### src/rtl/uart_tx_fsm_pkg.sv
// rtl/uart_tx_fsm_pkg.sv - shared constants and state type for the UART transmit path
//
// Purpose: frame width, bit-counter width and the transmit FSM state encoding,
//          shared by the transmit FSM, its serializer and the host-side interface.
// Ports:   none (package).
package uart_tx_fsm_pkg;

  localparam int DATA_WIDTH = 8;
  // A 1-bit counter is still needed when the frame carries a single data bit.
  localparam int CNT_W = (DATA_WIDTH > 1) ? $clog2(DATA_WIDTH) : 1;

  typedef enum logic [2:0] {
    IDLE,
    START,
    DATA,
    PARITY,
    STOP
  } tx_state_e;

endpackage

### src/rtl/uart_tx_fsm_if.sv
// rtl/uart_tx_fsm_if.sv - host-side handshake and serial-line bundle for uart_tx_fsm
//
// Purpose: groups the word request (P_DATA/Data_Valid/PAR_EN), the parity bit from
//          parity_calc and the transmitter status (TX_OUT/Busy).
// Modports:
//   master - host side: drives P_DATA, Data_Valid, PAR_EN, par_bit; observes TX_OUT, Busy
//   slave  - transmitter: consumes the request and par_bit; drives TX_OUT, Busy
interface uart_tx_fsm_if;
  import uart_tx_fsm_pkg::*;

  logic [DATA_WIDTH-1:0] P_DATA;
  logic                  Data_Valid;
  logic                  PAR_EN;
  logic                  par_bit;
  logic                  TX_OUT;
  logic                  Busy;

  modport master (
    output P_DATA, Data_Valid, PAR_EN, par_bit,
    input  TX_OUT, Busy
  );

  modport slave (
    input  P_DATA, Data_Valid, PAR_EN, par_bit,
    output TX_OUT, Busy
  );

endinterface

### src/rtl/uart_tx_fsm_serializer.sv
// rtl/uart_tx_fsm_serializer.sv - data shift register and bit counter for the UART frame
//
// Purpose: holds the accepted word and presents it one bit at a time, LSB first.
// Ports:
//   CLK, RST   in  clock, asynchronous active-low reset
//   load       in  capture load_data (accept edge)
//   shift_en   in  advance to the next data bit
//   load_data  in  DATA_WIDTH word to send
//   ser_data   out bit that goes on the line at the next shift
//   ser_done   out the last data bit is currently on the line
module uart_tx_serializer
  import uart_tx_fsm_pkg::*;
(
  input  logic                  CLK,
  input  logic                  RST,
  input  logic                  load,
  input  logic                  shift_en,
  input  logic [DATA_WIDTH-1:0] load_data,
  output logic                  ser_data,
  output logic                  ser_done
);

  logic [DATA_WIDTH-1:0] sreg;
  logic [CNT_W-1:0]      cnt;

  // The first shift happens on the START->DATA edge and puts bit 0 on the line.
  // Loading the counter with all-ones makes that first shift wrap it to 0, so
  // during the i-th DATA cycle cnt == i.
  always_ff @(posedge CLK or negedge RST) begin
    if (!RST) begin
      sreg <= '0;
      cnt  <= '0;
    end else if (load) begin
      sreg <= load_data;
      cnt  <= '1;
    end else if (shift_en) begin
      sreg <= {1'b0, sreg[DATA_WIDTH-1:1]};
      cnt  <= cnt + CNT_W'(1);
    end
  end

  assign ser_data = sreg[0];
  assign ser_done = (cnt == CNT_W'(DATA_WIDTH - 1));

endmodule

### src/rtl/uart_tx_fsm.sv
// rtl/uart_tx_fsm.sv - UART transmit frame controller (start, data LSB first, parity, stop)
//
// Purpose: accepts one word while idle and sends start(0), DATA_WIDTH data bits LSB first,
//          an optional parity bit and stop(1), one bit per CLK. TX_OUT and Busy are flops.
// Ports:
//   CLK    in  baud-tick clock, rising edge
//   RST    in  asynchronous active-low reset; aborts a frame and idles the line high
//   tx_if  slave modport of uart_tx_fsm_if (P_DATA, Data_Valid, PAR_EN, par_bit in;
//          TX_OUT, Busy out)
module uart_tx_fsm
  import uart_tx_fsm_pkg::*;
(
  input  logic          CLK,
  input  logic          RST,
  uart_tx_fsm_if.slave  tx_if
);

  tx_state_e state_q, state_d;
  logic      tx_out_q, tx_out_d;
  logic      busy_q, busy_d;
  logic      par_en_q, par_en_d;
  logic      ser_load, ser_shift;
  logic      ser_data, ser_done;

  uart_tx_serializer u_serializer (
    .CLK       (CLK),
    .RST       (RST),
    .load      (ser_load),
    .shift_en  (ser_shift),
    .load_data (tx_if.P_DATA),
    .ser_data  (ser_data),
    .ser_done  (ser_done)
  );

  always_ff @(posedge CLK or negedge RST) begin
    if (!RST) begin
      state_q  <= IDLE;
      tx_out_q <= 1'b1;
      busy_q   <= 1'b0;
      par_en_q <= 1'b0;
    end else begin
      state_q  <= state_d;
      tx_out_q <= tx_out_d;
      busy_q   <= busy_d;
      par_en_q <= par_en_d;
    end
  end

  // Next-state and next-output logic; outputs are registered so the line
  // value for a cycle is decided on the edge that starts it.
  always_comb begin
    state_d   = state_q;
    tx_out_d  = tx_out_q;
    busy_d    = busy_q;
    par_en_d  = par_en_q;
    ser_load  = 1'b0;
    ser_shift = 1'b0;

    case (state_q)
      IDLE: begin
        tx_out_d = 1'b1;
        busy_d   = 1'b0;
        if (tx_if.Data_Valid) begin
          ser_load = 1'b1;
          par_en_d = tx_if.PAR_EN;
          state_d  = START;
          tx_out_d = 1'b0;
          busy_d   = 1'b1;
        end
      end
      START: begin
        ser_shift = 1'b1;
        tx_out_d  = ser_data;
        state_d   = DATA;
      end
      DATA: begin
        if (ser_done) begin
          if (par_en_q) begin
            state_d  = PARITY;
            tx_out_d = tx_if.par_bit;
          end else begin
            state_d  = STOP;
            tx_out_d = 1'b1;
          end
        end else begin
          ser_shift = 1'b1;
          tx_out_d  = ser_data;
        end
      end
      PARITY: begin
        state_d  = STOP;
        tx_out_d = 1'b1;
      end
      STOP: begin
        // Leaving STOP lands in IDLE, so a request seen on this edge waits one more cycle.
        state_d  = IDLE;
        tx_out_d = 1'b1;
        busy_d   = 1'b0;
      end
      default: begin
        state_d  = IDLE;
        tx_out_d = 1'b1;
        busy_d   = 1'b0;
      end
    endcase
  end

  assign tx_if.TX_OUT = tx_out_q;
  assign tx_if.Busy   = busy_q;

endmodule

### src/flat_wrapper.sv
// flat-port wrapper written by rule: the top's interface ports become plain ports
module uart_tx_fsm_flat import uart_tx_fsm_pkg::*;
  (CLK, RST, tx_if_P_DATA, tx_if_Data_Valid, tx_if_PAR_EN, tx_if_par_bit, tx_if_TX_OUT, tx_if_Busy);
  uart_tx_fsm_if tx_if_i ();
  input  logic CLK;
  input  logic RST;
  input wire logic [$bits(tx_if_i.P_DATA)-1:0] tx_if_P_DATA;
  input wire logic [$bits(tx_if_i.Data_Valid)-1:0] tx_if_Data_Valid;
  input wire logic [$bits(tx_if_i.PAR_EN)-1:0] tx_if_PAR_EN;
  input wire logic [$bits(tx_if_i.par_bit)-1:0] tx_if_par_bit;
  output wire logic [$bits(tx_if_i.TX_OUT)-1:0] tx_if_TX_OUT;
  output wire logic [$bits(tx_if_i.Busy)-1:0] tx_if_Busy;
  assign tx_if_i.P_DATA = tx_if_P_DATA;
  assign tx_if_i.Data_Valid = tx_if_Data_Valid;
  assign tx_if_i.PAR_EN = tx_if_PAR_EN;
  assign tx_if_i.par_bit = tx_if_par_bit;
  assign tx_if_TX_OUT = tx_if_i.TX_OUT;
  assign tx_if_Busy = tx_if_i.Busy;
  uart_tx_fsm u_core (.CLK(CLK), .RST(RST), .tx_if(tx_if_i));
endmodule
### config.mk
export PLATFORM = sky130hd
export DESIGN_NAME = uart_tx_fsm_flat
export DESIGN_NICKNAME = d
export VERILOG_FILES = /design/src/rtl/uart_tx_fsm_pkg.sv /design/src/rtl/uart_tx_fsm_if.sv /design/src/rtl/uart_tx_fsm_serializer.sv /design/src/rtl/uart_tx_fsm.sv /design/src/flat_wrapper.sv
export SDC_FILE = /design/constraint.sdc
export NUM_CORES = 1
export LEC_CHECK = 0
export BUFFER_PORTS_ARGS = -buffer_cell sky130_fd_sc_hd__clkbuf_2
export CAP_MARGIN = 0
export CORE_MARGIN = 4
export CORE_UTILIZATION = 54
export CTS_CLUSTER_DIAMETER = 120
export DETAILED_ROUTE_END_ITERATION = 10
export PLACE_DENSITY = 0.81
export SKIP_CTS_REPAIR_TIMING = 1
export SLEW_MARGIN = 20
export SYNTH_ARGS = -nofsm -noshare
export SYNTH_HDL_FRONTEND = slang
export SYNTH_SLANG_ARGS = --single-unit
### constraint.sdc
create_clock -name CLK -period 1.9 [get_ports CLK]
set_input_delay 0.19 -clock CLK [delete_from_list [all_inputs] [get_ports CLK]]
set_output_delay 0.19 -clock CLK [all_outputs]
set_load 0.02 [all_outputs]
==> insert_results.sql <==
INSERT INTO impl_metrics (metric_group, metric, value, unit) VALUES
('status', 'run_status', 'complete, no violations', ''),
('power_and_ir_drop', 'proportion_of_total_power_due_to_net_switching', '43.3', '%'),
('worst_hold_path', 'worstHoldStart', 'tx_if_PAR_EN', ''),
('worst_setup_path', 'timing.critical_path.from_type', 'flip-flop', ''),
('sta', 'fin_crit_sh', '93.9', '%'),
('sta', 'relSlewSlack', '62.9', '%'),
('power_and_ir_drop', 'cellPowerDensity', '1760', 'nW/um^2'),
('clocking', 'worst_skew_pair.late_latency', '0.30', 'ns'),
('power_and_ir_drop', 'share_clk_of_total_power', '10.8', '%'),
('placement', 'dp_hpwl', '1270', 'um'),
('synth', 'post_synth_instance_area', '937', 'sq um'),
('synth', 'post_synth.cell_area_avg', '9.76', 'sq um'),
('floorplanning', 'area_of_the_core', '1580', 'sq um'),
('worst_setup_path', 'slowest_cell_delay_on_critical_path', '0.57', 'ns'),
('sta', 'count_of_endpoints_failing_hold_in_the_final_timing_report', '0', ''),
('worst_setup_path', 'r2r_cells', '5', ''),
('worst_setup_path', 'worst_path_cell_with_the_longest_stage_delay', 'or4b_4', ''),
('worst_setup_path', 'arrival', '2.03', 'ns'),
('synth', 'synth_area_leader_cell', 'dfrtp_1', ''),
('placement', 'io_buffers', '14', ''),
('synth', 'instance_count_of_the_mapped_netlist', '96', ''),
('clocking', 'clock_sinks', '17', ''),
('sta', 'slew_at_the_pin_closest_to_its_max_slew_limit', '0.554', 'ns'),
('clocking', 'cts_root_buf', 'clkbuf_4', ''),
('global_route', 'antenna_found_initial', '0', ''),
('floorplanning', 'chipWidth', '49.7', 'um'),
('sta', 'final-setup-viol-count', '0', ''),
('worst_setup_path', 'worst-setup-path-type', 'flip-flop to flip-flop', ''),
('sta', 'fmax', '560', 'MHz'),
('global_route', 'overflow', '0', ''),
('clocking', 'numCtsBuffers', '3', ''),
('clocking', 'cts_buffer_depth', '2', ''),
('routing', 'antenna_viol_nets_final', '0', ''),
('layout', 'finalCoreUtilization', '65.5', '%'),
('floorplanning', 'top_level_ports', '15', ''),
('routing', 'route.detailed.vias_per_inst', '6.25', ''),
('synth', 'netlist_top_cells_area', 'dfrtp_1 43%, o211ai_1 7.2%, nand3_1 6.9%, nand2_1 5.6%, nand4_1 4.7%', ''),
('floorplanning', 'die-area', '2470', 'sq um'),
('worst_setup_path', 'worst-endpoint-required', '2.14', 'ns'),
('power_and_ir_drop', 'internal_power', '1.03', 'mW'),
('synth', 'yosys_register_bits', '17', ''),
('power_and_ir_drop', 'p_leak', '0.481', 'nW'),
('global_route', 'first_global_vias', '787', ''),
('floorplanning', 'die_span_in_y', '49.7', 'um'),
('synth', 'synthesis.nets', '111', ''),
('power_and_ir_drop', 'share_of_power_burned_in_registers', '40.6', '%'),
('clocking', 'clock_input_transition_at_the_sequential_cells_of_the_worst_setup_and_hold_paths', '0.10', 'ns'),
('routing', 'wl_per_cell', '15.5', 'um'),
('worst_setup_path', 'path_cells', 'ha_1, ha_2, or4b_4, a21o_2, nand3_1', ''),
('floorplanning', 'initial_core_util', '59.4', '%'),
('worst_setup_path', 'cp_max_fanout', '6', ''),
('power_and_ir_drop', 'switchingPower', '0.786', 'mW'),
('layout', 'flow.area_growth_from_synthesis', '10.1', '%'),
('routing', 'drt_drc_violations_left', '0', ''),
('worst_setup_path', 'critPathCaptureType', 'flip-flop', ''),
('sta', 'setup_total_negative_slack', '0', 'ns'),
('global_route', 'largest_net_degree_at_the_start_of_global_routing', '18', ''),
('synth', 'synth_sequential_area_ratio', '45.5', '%'),
('layout', 'layout.nets', '126', ''),
('routing', 'finalWirelength', '1950', 'um'),
('clocking', 'cts_max_level', '1', ''),
('routing', 'vias', '787', ''),
('synth', 'yosys_warnings', '0', ''),
('power_and_ir_drop', 'power_frac_comb', '48.6', '%'),
('placement', 'place.gp.congestion', '0.840', ''),
('power_and_ir_drop', 'total_power', '1.82', 'mW'),
('layout', 'antenna_cells', '0', ''),
('power_and_ir_drop', 'vdd_ir_max', '0.000842', 'V'),
('sta', 'final_max_slew_viol_count', '0', ''),
('sta', 'worst_clock_skew', '0.00465', 'ns'),
('synth', 'synth_top_cell_area_share', '42.7', '%');
## layout make-up
cell class,count,area (sq um)
fill,147,544
multi-input combinational,71,460
sequential,17,427
timing repair buffer,17,95.1
clock buffer,4,26.3
tap,16,20.0
inverter,1,3.75
## worst max-delay path, delay by kind of cell (launching register included)
family	cells	cell delay, ns
compound gates	1	0.24
flops	1	0.42
fa+ha+maj	2	0.42
simple gates	2	0.64
## layer usage
layer	vias up	track usage [%]	wire [um]
li1	382	-	-
met1	367	25.4	916
met4	0	13.4	38
met3	5	4.22	127
met2	33	26.2	871
met5	-	0	0
## cells by family after synthesis
kind of cell	count (synthesis)	synth area share, %
fa+ha+maj	2	2.67
buf+inv	9	7.07
simple gates	48	30.0
compound gates	20	14.7
flops	17	45.5
## layout by cell type, fill, tap and decap left out, types with 7 or more instances in the layout
master	count
o211ai_1	9
nand4_1	7
dfrtp_1	16
clkbuf_2	14
nand3_1	13
nand2_1	14
## sequential cells by signal (all words and copies together), names as in the netlist
| signal | cells |
|---|---|
| u_core.u_serializer.sreg | 8 |
| u_core.state_q | 3 |
| u_core.u_serializer.cnt | 3 |
| u_core.par_en_q | 1 |
| u_core.tx_if.Busy | 1 |
| u_core.tx_if.TX_OUT | 1 |
## through the flow
stage,hold slack [ns],worst slack [ns],instance area (sq um),instances
2_1_floorplan,-0.106,0.195,937,96
3_3_place_gp,0.141,0.152,980,120
3_5_place_dp,0.143,0.112,980,120
4_1_cts,-0.176,0.0564,1010,124
5_1_grt,0.0882,0.0598,1030,126
6_report,0.0734,0.115,1030,126
## power groups by stage
stage               Combinational, mW  Sequential (mW)  Clock, mW
floorplan                       0.791            0.663          0
global placement                0.834            0.724          0
detailed placement              0.850            0.735          0
CTS                             0.859            0.728      0.198
global route                     1.00            0.771      0.229
finish                          0.884            0.737      0.196
## cells in the mapped netlist, drive strengths merged
| cell type | n |
|---|---|
| a211oi | 1 |
| a21o | 1 |
| a21oi | 3 |
| a31oi | 1 |
| buf | 7 |
| clkbuf | 1 |
| dfrtp | 16 |
| dfstp | 1 |
| ha | 2 |
| inv | 1 |
| nand2 | 14 |
| nand2b | 2 |
| nand3 | 13 |
| nand4 | 7 |
| nor2 | 3 |
| nor2b | 3 |
| nor3 | 1 |
| nor3b | 1 |
| nor4b | 1 |
| o211a | 1 |
| o211ai | 9 |
| o21a | 1 |
| o21ai | 3 |
| or3b | 1 |
| or4b | 2 |
## path summary, 6_finish.rpt
path / end / slack, ns
worst max-delay path: u_core.u_serializer.cnt[0] / 0.12
worst min-delay path: u_core.par_en_q / 0.07
worst max register to register: u_core.u_serializer.cnt[0] / 0.12
worst min register to register: u_core.u_serializer.sreg[3] / 0.54
max in group asynchronous: u_core.tx_if.TX_OUT / 1.22
min in group asynchronous: u_core.tx_if.Busy / 0.35
(Power assumes the default switching activity.)
